==> src/rtl/udp_loop_ctrl_pkg.sv <==
// loop_pkg: shared types and constants for the UDP loopback controller.
//   state_t  - controller FSM encoding (IDLE, LOAD, BUSY, RELEASE)
//   DROP_MAX - saturation value of the dropped-job counter
package loop_pkg;

    typedef enum logic [1:0] {
        IDLE    = 2'd0,
        LOAD    = 2'd1,
        BUSY    = 2'd2,
        RELEASE = 2'd3
    } state_t;

    localparam logic [7:0] DROP_MAX = 8'hFF;

endpackage

==> src/rtl/udp_loop_ctrl_len_fifo.sv <==
// len_fifo: synchronous first-word-fall-through FIFO of payload lengths.
//   sys_clk, rst - clock, asynchronous active-high reset (empties the FIFO)
//   push, din    - write request and data; ignored when full unless pop is
//                  accepted in the same cycle
//   pop, dout    - read request; dout always shows the head entry
//   count        - number of stored entries, 0..DEPTH
// DEPTH must be a power of 2 so the pointers wrap naturally.
module len_fifo
    import loop_pkg::*;
#(
    parameter int LEN_W = 12,
    parameter int DEPTH = 4
) (
    input  logic                     sys_clk,
    input  logic                     rst,
    input  logic                     push,
    input  logic                     pop,
    input  logic [LEN_W-1:0]         din,
    output logic [LEN_W-1:0]         dout,
    output logic [$clog2(DEPTH):0]   count
);

    localparam int PTR_W = $clog2(DEPTH);
    localparam int CNT_W = PTR_W + 1;

    logic [LEN_W-1:0] mem [DEPTH];
    logic [PTR_W-1:0] wr_ptr;
    logic [PTR_W-1:0] rd_ptr;
    logic             do_push;
    logic             do_pop;

    // A full FIFO still accepts a push when the head leaves in the same cycle.
    assign do_pop  = pop && (count != '0);
    assign do_push = push && ((count < CNT_W'(DEPTH)) || do_pop);
    assign dout    = mem[rd_ptr];

    always_ff @(posedge sys_clk) begin
        if (do_push) begin
            mem[wr_ptr] <= din;
        end
    end

    always_ff @(posedge sys_clk or posedge rst) begin
        if (rst) begin
            wr_ptr <= '0;
            rd_ptr <= '0;
            count  <= '0;
        end else begin
            if (do_push) begin
                wr_ptr <= wr_ptr + 1'b1;
            end
            if (do_pop) begin
                rd_ptr <= rd_ptr + 1'b1;
            end
            case ({do_push, do_pop})
                2'b10:   count <= count + 1'b1;
                2'b01:   count <= count - 1'b1;
                default: count <= count;
            endcase
        end
    end

endmodule

==> src/rtl/udp_loop_ctrl.sv <==
// udp_loop_ctrl: queues received UDP payload lengths and replays each one as
// a tx job using a level handshake with the MAC.
//   sys_clk, rst - clock, asynchronous active-high reset
//   fd_udp_rx    - rx-done level; each rising edge enqueues rx_len
//   rx_len       - received length, valid while fd_udp_rx is high
//   fs_udp_tx    - tx-start request level, high only in BUSY
//   fd_udp_tx    - tx-done level from the MAC
//   tx_len       - length of the current tx job, stable LOAD..RELEASE
//   pend_cnt     - number of queued jobs
//   drop_cnt     - jobs dropped on a full queue, saturating
//   err_timeout  - sticky tx-timeout flag
//   fsm_state    - current controller state (debug view)
// Macro UDP_LOOP_TIMEOUT_EN: when defined, a job that waits TO_CYC cycles in
// BUSY without fd_udp_tx is abandoned and err_timeout is set; otherwise BUSY
// waits forever and err_timeout is tied low.
//
// Handshake: fs_udp_tx is a level that rises in BUSY and stays high until
// fd_udp_tx is seen high; the next request is only raised after fd_udp_tx
// has returned low.
module udp_loop_ctrl
    import loop_pkg::*;
#(
    parameter int LEN_W  = 12,
    parameter int DEPTH  = 4,
    parameter int TO_CYC = 65535
) (
    input  logic                     sys_clk,
    input  logic                     rst,
    input  logic                     fd_udp_rx,
    input  logic [LEN_W-1:0]         rx_len,
    output logic                     fs_udp_tx,
    input  logic                     fd_udp_tx,
    output logic [LEN_W-1:0]         tx_len,
    output logic [$clog2(DEPTH):0]   pend_cnt,
    output logic [7:0]               drop_cnt,
    output logic                     err_timeout,
    output logic [1:0]               fsm_state
);

    localparam int CNT_W = $clog2(DEPTH) + 1;

    if (DEPTH < 2 || (DEPTH & (DEPTH - 1)) != 0) begin : g_bad_depth
        $error("udp_loop_ctrl: DEPTH must be a power of 2 and at least 2");
    end
    if (TO_CYC < 2) begin : g_bad_timeout
        $error("udp_loop_ctrl: TO_CYC must be at least 2");
    end

    state_t           state;
    logic             rx_q;
    logic             rx_q2;
    logic [LEN_W-1:0] len_q;
    logic             push;
    logic             pop;
    logic             full;
    logic [LEN_W-1:0] head;

    // Edge detect runs one stage behind the input so a captured length is
    // written on the cycle after fd_udp_rx is first seen high. Both stages
    // reset to 1 so a level already high at reset release is not an edge.
    always_ff @(posedge sys_clk or posedge rst) begin
        if (rst) begin
            rx_q  <= 1'b1;
            rx_q2 <= 1'b1;
            len_q <= '0;
        end else begin
            rx_q  <= fd_udp_rx;
            rx_q2 <= rx_q;
            if (fd_udp_rx && !rx_q) begin
                len_q <= rx_len;
            end
        end
    end

    assign push = rx_q && !rx_q2;
    assign pop  = (state == IDLE) && (pend_cnt != '0);
    assign full = (pend_cnt == CNT_W'(DEPTH));

    len_fifo #(
        .LEN_W (LEN_W),
        .DEPTH (DEPTH)
    ) u_fifo (
        .sys_clk (sys_clk),
        .rst     (rst),
        .push    (push),
        .pop     (pop),
        .din     (len_q),
        .dout    (head),
        .count   (pend_cnt)
    );

    always_ff @(posedge sys_clk or posedge rst) begin
        if (rst) begin
            drop_cnt <= '0;
        end else if (push && full && !pop && (drop_cnt != DROP_MAX)) begin
            drop_cnt <= drop_cnt + 1'b1;
        end
    end

`ifdef UDP_LOOP_TIMEOUT_EN
    localparam int TO_W = $clog2(TO_CYC + 1);
    logic [TO_W-1:0] to_cnt;
`endif

    always_ff @(posedge sys_clk or posedge rst) begin
        if (rst) begin
            state     <= IDLE;
            fs_udp_tx <= 1'b0;
            tx_len    <= '0;
`ifdef UDP_LOOP_TIMEOUT_EN
            to_cnt      <= '0;
            err_timeout <= 1'b0;
`endif
        end else begin
            case (state)
                IDLE: begin
                    if (pend_cnt != '0) begin
                        tx_len <= head;
                        state  <= LOAD;
                    end
                end
                LOAD: begin
                    state     <= BUSY;
                    fs_udp_tx <= 1'b1;
`ifdef UDP_LOOP_TIMEOUT_EN
                    to_cnt <= '0;
`endif
                end
                BUSY: begin
                    if (fd_udp_tx) begin
                        state     <= RELEASE;
                        fs_udp_tx <= 1'b0;
                    end
`ifdef UDP_LOOP_TIMEOUT_EN
                    else if (to_cnt == TO_W'(TO_CYC - 1)) begin
                        // Abandon the job; the queue keeps draining normally.
                        state       <= IDLE;
                        fs_udp_tx   <= 1'b0;
                        err_timeout <= 1'b1;
                    end else begin
                        to_cnt <= to_cnt + 1'b1;
                    end
`endif
                end
                RELEASE: begin
                    if (!fd_udp_tx) begin
                        state <= IDLE;
                    end
                end
                default: state <= IDLE;
            endcase
        end
    end

`ifndef UDP_LOOP_TIMEOUT_EN
    assign err_timeout = 1'b0;
`endif

    assign fsm_state = state;

endmodule

==> config.mk <==
export PLATFORM = sky130hd
export DESIGN_NAME = udp_loop_ctrl
export DESIGN_NICKNAME = d
export VERILOG_FILES = /design/src/rtl/udp_loop_ctrl_pkg.sv /design/src/rtl/udp_loop_ctrl_len_fifo.sv /design/src/rtl/udp_loop_ctrl.sv
export SDC_FILE = /design/constraint.sdc
export NUM_CORES = 1
export LEC_CHECK = 0
export BUFFER_PORTS_ARGS = -buffer_cell sky130_fd_sc_hd__buf_2
export CAP_MARGIN = 10
export CORE_ASPECT_RATIO = 1.1
export CORE_MARGIN = 3
export CORE_UTILIZATION = 50
export CTS_CLUSTER_SIZE = 28
export DETAILED_ROUTE_END_ITERATION = 7
export PLACE_DENSITY = 0.75
export SLEW_MARGIN = 20
export SYNTH_ARGS = -nofsm -noshare
export SYNTH_HDL_FRONTEND = slang
export SYNTH_SLANG_ARGS = --single-unit
==> constraint.sdc <==
create_clock -name sys_clk -period 2.9 [get_ports sys_clk]
set_input_delay 0.435 -clock sys_clk [delete_from_list [all_inputs] [get_ports sys_clk]]
set_output_delay 0.435 -clock sys_clk [all_outputs]
set_load 0.02 [all_outputs]
==> results of run 1 <==
-- cell usage after synthesis --
cell	instances	area, µm²
o32a_1	1	10.0
ha_1	11	138
dfstp_2	2	52.6
or2_2	2	12.5
nand2_1	42	158
xor2_1	7	61.3
nor2_2	1	6.26
o2bb2ai_1	1	8.76
nand3_1	3	15.0
mux2_2	13	146
nor3_4	1	16.3
and2_1	4	25.0
clkbuf_1	3	11.3
nor3_2	4	40.0
nor3b_2	1	12.5
nor3_1	1	5.00
dfrtp_1	42	1050
o21ai_0	1	5.00
inv_2	1	3.75
mux2_1	3	33.8
buf_4	1	7.51
inv_1	11	41.3
xnor2_1	4	35.0
mux2i_1	1	10.0
buf_1	1	3.75
mux4_2	12	270
nor2b_1	1	6.26
buf_6	1	11.3
nor2_1	3	11.3
buf_2	2	10.0
fa_1	1	20.0
nand2b_1	4	25.0
a22o_1	1	8.76
edfxtp_1	48	1440
a21oi_1	2	10.0
conb_1	1	3.75
or4_4	1	11.3
-- per-layer routing --
metal  vias up  share of wire [%]  track usage [%]
met5         -                  0                0
met1       971                 44             19.9
met4         0               0.32             3.84
li1        927                  -                -
met3         2                2.8             3.92
met2        24                 52             25.2
-- worst max path at each step --
stage                                   startpoint                          end  slack [ps]  cells after the start
after global routing      fsm_state[0]$_DFFE_PP0P_  u_fifo.count[2]$_DFFE_PP0P_         420                     11
final                     fsm_state[0]$_DFFE_PP0P_  u_fifo.count[2]$_DFFE_PP0P_         630                     11
after floorplan           fsm_state[0]$_DFFE_PP0P_  u_fifo.count[2]$_DFFE_PP0P_         510                     11
after global placement    fsm_state[0]$_DFFE_PP0P_  u_fifo.mem[1][10]$_DFFE_PP_         740                      5
after detailed placement  fsm_state[0]$_DFFE_PP0P_  u_fifo.count[2]$_DFFE_PP0P_         620                     10
after CTS                 fsm_state[0]$_DFFE_PP0P_  u_fifo.count[2]$_DFFE_PP0P_         610                     10
-- where the power goes --
part	total, mW	internal [mW]	switching (mW)
sequential	1.93	1.67	0.259
clock	0.841	0.422	0.419
combinational	1.16	0.524	0.632
total	3.93	2.61	1.31
-- state kept, by name, summed over array words and instances, names as in the netlist --
signal / flops
fs_udp_tx: 1
fsm_state: 2
rx_q2: 1
drop_cnt: 8
u_fifo.mem: 48
u_fifo.wr_ptr: 2
len_q: 12
tx_len: 12
u_fifo.count: 3
u_fifo.rd_ptr: 2
rx_q: 1
-- final cells by class --
type                            count  area (µm²)  area share [%]
Sequential cell                    92        2540            60.4
Multi-Input combinational cell    127        1100            26.2
Timing Repair Buffer               43         220            5.22
Clock buffer                       12         145            3.44
Tap cell                           85         106            2.52
Clock inverter                      4        50.0            1.19
Inverter                           12        45.0            1.07
-- logic make-up (layout without fill, tap and decap cells) --
family	Yosys count	after routing	share of synthesized area, %
flip-flops	92	92	68.1
other	1	1	0.100
adder cells (fa/ha/maj)	12	12	4.22
AND/OR/NAND/NOR	68	68	9.20
multiplexers	29	29	12.3
AO/OA/AOI/OAI	6	6	1.14
buffers and inverters	20	71	2.38
XOR/XNOR	11	11	2.58
==> flow_summary_export.csv, run 1 <==
group,metric,value,unit
run_status,status,"finished, final reports clean",
cts,h-tree-depth,3,
timing,setup_viol,0,
drt,vias,1924,
worst_setup_path,cp_num_buf_inv,4,
timing,finClkSkew,11.4,ps
cts,clkTransAtPathRegs,80,ps
timing,worst_pin_slew,935,ps
cts,clockBufferDepth,2,
cts,cts_sinks,92,
min_path,hold_end,"rx_q$_DFF_PP1_",
cts,insertion_delay,340,ps
yosys,syn_nets,267,
timing,relSlewSlack,37.6,%
cts,cts_hold_buf,0,
worst_setup_path,reg2reg_slack,630,ps
cells_and_area,utilization,59.2,%
drt,drt_pass1_iterations,4,
worst_setup_path,critical_path.max_stage_delay,430,ps
yosys,ys_seq_area_share,68.1,%
floorplanning,ios,43,
power,power_leakage,1.79,nW
timing,post-route-period-util,78.2,%
worst_setup_path,cpMostUsedCell,"inv_1",
placement,placed_cells,359,
yosys,ys_seq_elements,92,
cells_and_area,syn_to_final_growth,12.8,%
placement,pre_cts_ws,622,ps
cts,cts_root_buf,"clkbuf_8",
cells_and_area,drive_above_1_share,32.8,%
cts,cts_tree,"built",
yosys,yosys_warnings,0,
floorplanning,die_h,96.7,µm
worst_setup_path,path_cells,"inv_1 -> ha_1 -> inv_1 -> a21oi_1 -> inv_1 -> ha_1 -> inv_1 -> fa_1 -> xor2_1 -> nor2_1 -> xor2_1",
global_routing,antenna_found_initial,0,
min_path,holdCritPathClass,"input pin to flip-flop",
global_routing,grt_pass1_wl,9960,µm
cells_and_area,mostFrequentLayoutCell,"edfxtp_1",
cts,numCtsBuffers,9,
yosys,synth.distinct_cells,37,
timing,rsz0062_at_grt,"no",
power,cellPowerDensity,931,nW/µm²
worst_setup_path,critPathMaxFanout,8,
cells_and_area,final_cell_mix,"edfxtp_1, nand2_1, dfrtp_1, buf_2, mux2_2",
worst_setup_path,cp.required,3120,ps
cells_and_area,final_nets,313,
global_routing,first_global_vias,2000,
drt,routed_via_density,5.13,
drt,drc,0,
global_routing,grt-ovfl-total,0,
drt,drtAntennaViolNets,0,
placement,place.gp.congestion,0.778,
floorplanning,initial_core_util,52.5,%
drt,wl_per_cell,16.0,µm
floorplanning,rows,32,
worst_setup_path,crit_family,"adder cells",
min_path,hold_depth,1,
timing,setup_tns,0,ps
timing,whs,204,ps
cts,post_cts_resize_count,0,
yosys,syn_inst,239,
worst_setup_path,cp-end-kind,"flip-flop",
worst_setup_path,critical_path_arrival,2480,ps
worst_setup_path,r2r-end,"u_fifo.count[2]$_DFFE_PP0P_",
timing,finalWorstSetupSlack,632,ps
timing,slew_violations,0,
drt,drtIter0Drc,78,
cells_and_area,final_area,4220,µm²
cts,post_cts_buffers,0,
drt,wirelength,5980,µm
placement,hpwl,3970,µm
power,ir_worst_vdd,476,µV
cells_and_area,fill_cells,564,
yosys,netlist_area,3740,µm²
floorplanning,die_area,8550,µm²
flow_run,maxCapViolations,0,
worst_setup_path,crit_path_start_kind,"flip-flop",
floorplanning,core,7130,µm²
cells_and_area,antennaDiodeCount,0,
power,p_total,3.93,mW
cells_and_area,stdcell_count,375,
floorplanning,die_w,88.4,µm
timing,fin_crit,2270,ps
timing,hold_violations,0,
timing,fmax,441,MHz
min_path,hold_path.startpoint,"fd_udp_rx",
worst_setup_path,rr_startpoint,"fsm_state[0]$_DFFE_PP0P_",
placement,numPortBuffers,41,
worst_setup_path,rr_worst_depth,11,
worst_setup_path,crit_type,"flip-flop to flip-flop",
yosys,syn_avg_cell_area,15.6,µm²
global_routing,grt.total_usage,15.2,%
global_routing,grt_start_max_net_pins,45,
worst_setup_path,cp_slowest_cell,"dfrtp_1",
placement,place_area,4020,µm²
(Power assumes the default switching activity.)
==> inputs of run 2 (changes only) <==
ABC_AREA = 1   (was unset)
clock period = 2.35 ns   (was 2.9 ns; I/O delays follow)
==> run 2 against run 1 <==
Against the previous run: sequential power is 20% higher; clock-buffer cell count is 3 lower; fmax is 4.0% higher; hold slack worse by 180 ps; die area is 6.3% higher; register-to-register slack worse by 460 ps; critical endpoint unchanged; largest cell class unchanged.
==> flow_summary_export.csv, run 2 <==
group,metric,value,unit
yosys,yosys-top-cells-count,"nand2_1, nor2_1, edfxtp_1",
floorplanning,initial_core_util,52.5,%
timing,finalWorstSetupSlack,170,ps
global_routing,grt.total_usage,15.9,%
yosys,synthMuxAreaShare,3.39,%
global_routing,antenna_found_initial,0,
floorplanning,ios,43,
placement,hpwl,4610,µm
power,power_leakage,2.02,nW
timing,finClkSkew,4.94,ps
yosys,ys_seq_area_share,63.8,%
cells_and_area,antennaDiodeCount,0,
drt,wirelength,6670,µm
yosys,syn_nets,396,
drt,routed_via_density,4.77,
yosys,synth_most_common_cell,"nand2_1",
cells_and_area,syn_to_final_growth,13.8,%
worst_setup_path,cp_slowest_cell,"dfrtp_2",
timing,slew_violations,0,
timing,setup_tns,0,ps
cells_and_area,utilization,59.8,%
power,cellPowerDensity,1190,nW/µm²
placement,placed_cells,513,
global_routing,grt_pass1_wl,11200,µm
placement,pre_cts_ws,105,ps
placement,numPortBuffers,41,
floorplanning,rows,33,
timing,post-route-period-util,92.8,%
worst_setup_path,critPathMaxFanout,5,
cells_and_area,drive_above_1_share,24.3,%
global_routing,grt-ovfl-total,0,
yosys,synthXorXnorAreaFrac,1.32,%
power,p_total,5.42,mW
yosys,syn_avg_cell_area,10.8,µm²
worst_setup_path,crit_path_start_kind,"flip-flop",
worst_setup_path,critical_path_arrival,2450,ps
worst_setup_path,cp_num_buf_inv,3,
power,ir_worst_vdd,585,µV
yosys,netlist_area,3990,µm²
cells_and_area,regMostFlops,"u_fifo.mem",
cells_and_area,largestRegisters,"u_fifo.mem: 48 flops, len_q: 12 flops, tx_len: 12 flops",
cells_and_area,stdcell_count,529,
timing,fin_crit,2180,ps
timing,relSlewSlack,62.9,%
cells_and_area,fill_cells,652,
drt,drc,0,
min_path,holdCritPathClass,"input pin to asynchronous set/reset pin",
cts,clkTransAtPathRegs,80,ps
worst_setup_path,reg2reg_slack,170,ps
cells_and_area,final_nets,447,
worst_setup_path,path_cells,"inv_1 -> ha_1 -> nor2_2 -> inv_2 -> nand2_2 -> ha_1 -> inv_1 -> fa_1 -> or2_2 -> nand2_1 -> xor2_1",
worst_setup_path,crit_type,"flip-flop to flip-flop",
floorplanning,die_w,91.2,µm
drt,vias,2521,
timing,worst_pin_slew,554,ps
yosys,ys_async_sr_fraction,47.8,%
drt,drtAntennaViolNets,0,
flow_run,maxCapViolations,0,
timing,rsz0062_at_grt,"no",
worst_setup_path,crit_family,"adder cells",
floorplanning,die_area,9090,µm²
cts,cts_tree,"built",
cts,h-tree-depth,3,
yosys,synth_compound_area_share,4.01,%
timing,whs,27.5,ps
cts,post_cts_resize_count,0,
placement,place.gp.congestion,0.764,
cts,cts_hold_buf,0,
drt,wl_per_cell,12.6,µm
yosys,syn_inst,368,
cts,post_cts_buffers,0,
yosys,synth_fa_ha_area_share,3.95,%
cts,clockBufferDepth,2,
worst_setup_path,critical_path.max_stage_delay,410,ps
timing,fmax,459,MHz
cells_and_area,mostFrequentLayoutCell,"nand2_1",
yosys,synth_area_leaders,"edfxtp_1, dfrtp_1, nand2_1, nor2_1, ha_1",
placement,place_area,4300,µm²
timing,hold_violations,0,
run_status,status,"finished, final reports clean",
yosys,yosys_warnings,0,
yosys,yosys.area.top_type,"edfxtp_1",
drt,drtIter0Drc,80,
yosys,synth_edf_count,48,
floorplanning,core,7600,µm²
global_routing,first_global_vias,2487,
cells_and_area,final_area,4540,µm²
cells_and_area,largest_register_ffs,48,
worst_setup_path,cp.required,2620,ps
yosys,ys.flop_type,"edfxtp_1",
yosys,yosys.area_share.simple,18.3,%
cts,numCtsBuffers,9,
yosys,synth.distinct_cells,27,
yosys,synth_top_area_share,36.1,%
floorplanning,die_h,99.7,µm
yosys,ys_seq_elements,92,
cells_and_area,final_cell_mix,"nand2_1, nor2_1, edfxtp_1, buf_2, dfrtp_1",
cts,insertion_delay,340,ps
timing,setup_viol,0,
cts,cts_root_buf,"clkbuf_8",
worst_setup_path,cp-end-kind,"flip-flop",
cts,cts_sinks,92,
yosys,synth_top_family_by_area,"simple AND/OR/NAND/NOR gates",
global_routing,grt_start_max_net_pins,32,
drt,drt_pass1_iterations,4,
run 2: changes by cell type in the layout (fill, tap and decap cells not counted), sizes merged, moves of 5 or more:
cell,before,now
nor2,4,68
nand2,42,100
o21ai,1,30
inv,12,24
mux4,12,0
buf,43,51
nor3,6,0
nand3,3,8
run 2: logic make-up after synthesis:
family                   after synthesis
multiplexers                          12
AND/OR/NAND/NOR                      177
AO/OA/AOI/OAI                         32
buffers and inverters                 36
adder cells (fa/ha/maj)               12
XOR/XNOR                               6
other                                  1
flip-flops                            92
run 2: final timing paths:
| kind | from | end | depth (start not counted) |
|---|---|---|---|
| max | fsm_state[0]$_DFFE_PP0P_ | u_fifo.count[2]$_DFFE_PP0P_ | 11 |
| min | rst | drop_cnt[7]$_DFFE_PP0P_ | 2 |
| max reg2reg | fsm_state[0]$_DFFE_PP0P_ | u_fifo.count[2]$_DFFE_PP0P_ | 11 |
| min reg2reg | rx_q$_DFF_PP1_ | rx_q2$_DFF_PP1_ | 0 |
| max in group asynchronous | rst | tx_len[8]$_DFFE_PP0P_ | 3 |
| min in group sys_clk | fd_udp_rx | rx_q$_DFF_PP1_ | 1 |
run 2: worst register-to-register path: stages (launching register included):
cell and delay [ps]:
dfrtp_2 410, inv_1 90, ha_1 220, nor2_2 130, inv_2 70, nand2_2 70, ha_1 140, inv_1 60
fa_1 380, or2_2 300, nand2_1 80, xor2_1 150
run 2: layout make-up:
cell class	instances	area, µm²	area share (%)
Clock inverter	7	115	2.53
Multi-Input combinational cell	240	1240	27.4
Sequential cell	92	2550	56.1
Clock buffer	9	124	2.73
Tap cell	105	131	2.89
Timing Repair Buffer	51	280	6.17
Inverter	25	100	2.20
run 2: metal layers:
metal	vias up	track usage, %	part of all wire, %
met1	1167	19.6	44
met2	58	27.0	49
met4	0	6.26	1.7
met3	11	3.78	5.7
li1	1285	-	-
met5	-	0	0
run 2: report_power, final:
part	internal [mW]	switching, mW	leakage (nW)
registers	2.07	0.247	0.968
logic	0.676	1.20	0.931
clock network	0.702	0.525	0.115
==> inputs of run 3 (changes only) <==
ABC_AREA = unset   (was 1)
==> run 3 against run 2 <==
Against the previous run: clock skew increased by 5.5 ps; global-route usage decreased by 0.33 points; hold slack improved by 32 ps; clock power decreased by 17%; setup slack improved by 71 ps; clock-buffer cell count increased by 2; largest cell class unchanged.
==> flow_summary_export.csv, run 3 (same netlist as run 1, synthesis figures left out) <==
group,metric,value,unit
placement,pre_cts_ws,234,ps
cts,clkTransAtPathRegs,90,ps
cts,insertion_delay,350,ps
placement,place.gp.congestion,0.772,
placement,numPortBuffers,41,
cells_and_area,syn_to_final_growth,14.5,%
min_path,holdCritPathClass,"input pin to asynchronous set/reset pin",
drt,vias,1948,
timing,setup_viol,0,
cells_and_area,largest_register_ffs,48,
cts,post_cts_buffers,0,
floorplanning,die_area,8550,µm²
worst_setup_path,rr_startpoint,"fsm_state[0]$_DFFE_PP0P_",
cells_and_area,final_cell_mix,"edfxtp_1, nand2_1, dfrtp_1, buf_2, mux2_2",
placement,place_area,4090,µm²
timing,fin_crit,2110,ps
cells_and_area,utilization,60.1,%
timing,slew_violations,0,
timing,rsz0062_at_grt,"no",
worst_setup_path,cp.required,2590,ps
power,power_leakage,1.84,nW
drt,routed_via_density,5.07,
cts,clockBufferDepth,2,
worst_setup_path,reg2reg_slack,240,ps
worst_setup_path,cp-end-kind,"flip-flop",
floorplanning,rows,32,
drt,drtAntennaViolNets,0,
cells_and_area,regMostFlops,"u_fifo.mem",
cts,numCtsBuffers,9,
worst_setup_path,r2r-end,"drop_cnt[7]$_DFFE_PP0P_",
drt,wl_per_cell,15.3,µm
global_routing,antenna_found_initial,0,
global_routing,grt_pass1_wl,9920,µm
timing,whs,59.4,ps
cts,cts_tree,"built",
drt,drt_pass1_iterations,4,
flow_run,maxCapViolations,0,
timing,finalWorstSetupSlack,240,ps
timing,worst_pin_slew,594,ps
floorplanning,core,7130,µm²
run_status,status,"finished, final reports clean",
global_routing,grt_start_max_net_pins,28,
placement,hpwl,4070,µm
power,p_total,4.87,mW
worst_setup_path,critical_path_arrival,2350,ps
worst_setup_path,critPathMaxFanout,7,
cells_and_area,antennaDiodeCount,0,
floorplanning,ios,43,
timing,finClkSkew,10.4,ps
cts,cts_hold_buf,0,
cells_and_area,largestRegisters,"u_fifo.mem: 48 flops, len_q: 12 flops, tx_len: 12 flops",
cells_and_area,final_nets,322,
cells_and_area,drive_above_1_share,35.1,%
worst_setup_path,crit_path_start_kind,"flip-flop",
worst_setup_path,rr_worst_depth,6,
worst_setup_path,crit_type,"flip-flop to flip-flop",
cts,cts_sinks,92,
cts,cts_root_buf,"clkbuf_8",
drt,drc,0,
cts,h-tree-depth,3,
timing,hold_violations,0,
global_routing,grt-ovfl-total,0,
drt,drtIter0Drc,72,
cells_and_area,final_area,4280,µm²
cells_and_area,mostFrequentLayoutCell,"edfxtp_1",
cells_and_area,stdcell_count,384,
global_routing,first_global_vias,1974,
floorplanning,die_w,88.4,µm
placement,placed_cells,368,
timing,setup_tns,0,ps
power,cellPowerDensity,1140,nW/µm²
timing,post-route-period-util,89.8,%
timing,fmax,474,MHz
timing,relSlewSlack,60.4,%
floorplanning,die_h,96.7,µm
drt,wirelength,5870,µm
cts,post_cts_resize_count,0,
floorplanning,initial_core_util,52.5,%
power,ir_worst_vdd,561,µV
global_routing,grt.total_usage,15.5,%
## run 3: cell count changes in the layout (fill, tap and decap cells not counted), moves of 8 or more
| cell | delta |
|---|---|
| mux4_2 | +12 |
| o21ai_0 | -12 |
| nand2_1 | -53 |
| inv_1 | -8 |
| nor2_1 | -59 |
| o21ai_1 | -17 |
## run 3: critical path, stage by stage, from the launching register on
cell and delay [ps]:
dfrtp_1 420, inv_1 100, ha_1 240, nand2b_1 150, or4_4 560, nor3_4 200
mux2_1 330
## run 3: where the power goes
part           total [mW]  internal [mW]  leakage [nW]  switching [mW]
combinational        1.54          0.690         0.768           0.853
clock                1.02          0.500        0.0983           0.523
sequential           2.31           2.06         0.972           0.249
total                4.87           3.25          1.84            1.63
## run 3: worst max path at each step
stage                                        start                     endpoint  slack, ps
after detailed placement  fsm_state[0]$_DFFE_PP0P_      drop_cnt[7]$_DFFE_PP0P_        230
after global routing      fsm_state[0]$_DFFE_PP0P_      drop_cnt[7]$_DFFE_PP0P_        140
after floorplan           fsm_state[0]$_DFFE_PP0P_  u_fifo.count[2]$_DFFE_PP0P_         80
after global placement    fsm_state[0]$_DFFE_PP0P_      drop_cnt[7]$_DFFE_PP0P_        290
after CTS                 fsm_state[0]$_DFFE_PP0P_      drop_cnt[7]$_DFFE_PP0P_        230
final                     fsm_state[0]$_DFFE_PP0P_      drop_cnt[7]$_DFFE_PP0P_        240
## run 3: cell type report
type                    instances  area [µm²]
clock buffers                  11         131
flip-flops and latches         92        2540
well taps                      85         106
fillers                       563        2850
inverters                      12        45.0
multi-input cells             127        1100
repair buffers                 52         288
clock inverters                 5        61.3
## run 3: layer usage
metal / share of wire, % / up-vias / GRT usage (%)
li1: - / 945 / -
met1: 42 / 960 / 20.3
met2: 53 / 31 / 24.7
met3: 3.1 / 12 / 3.24
met4: 2.1 / 0 / 7.09
met5: 0 / - / 0
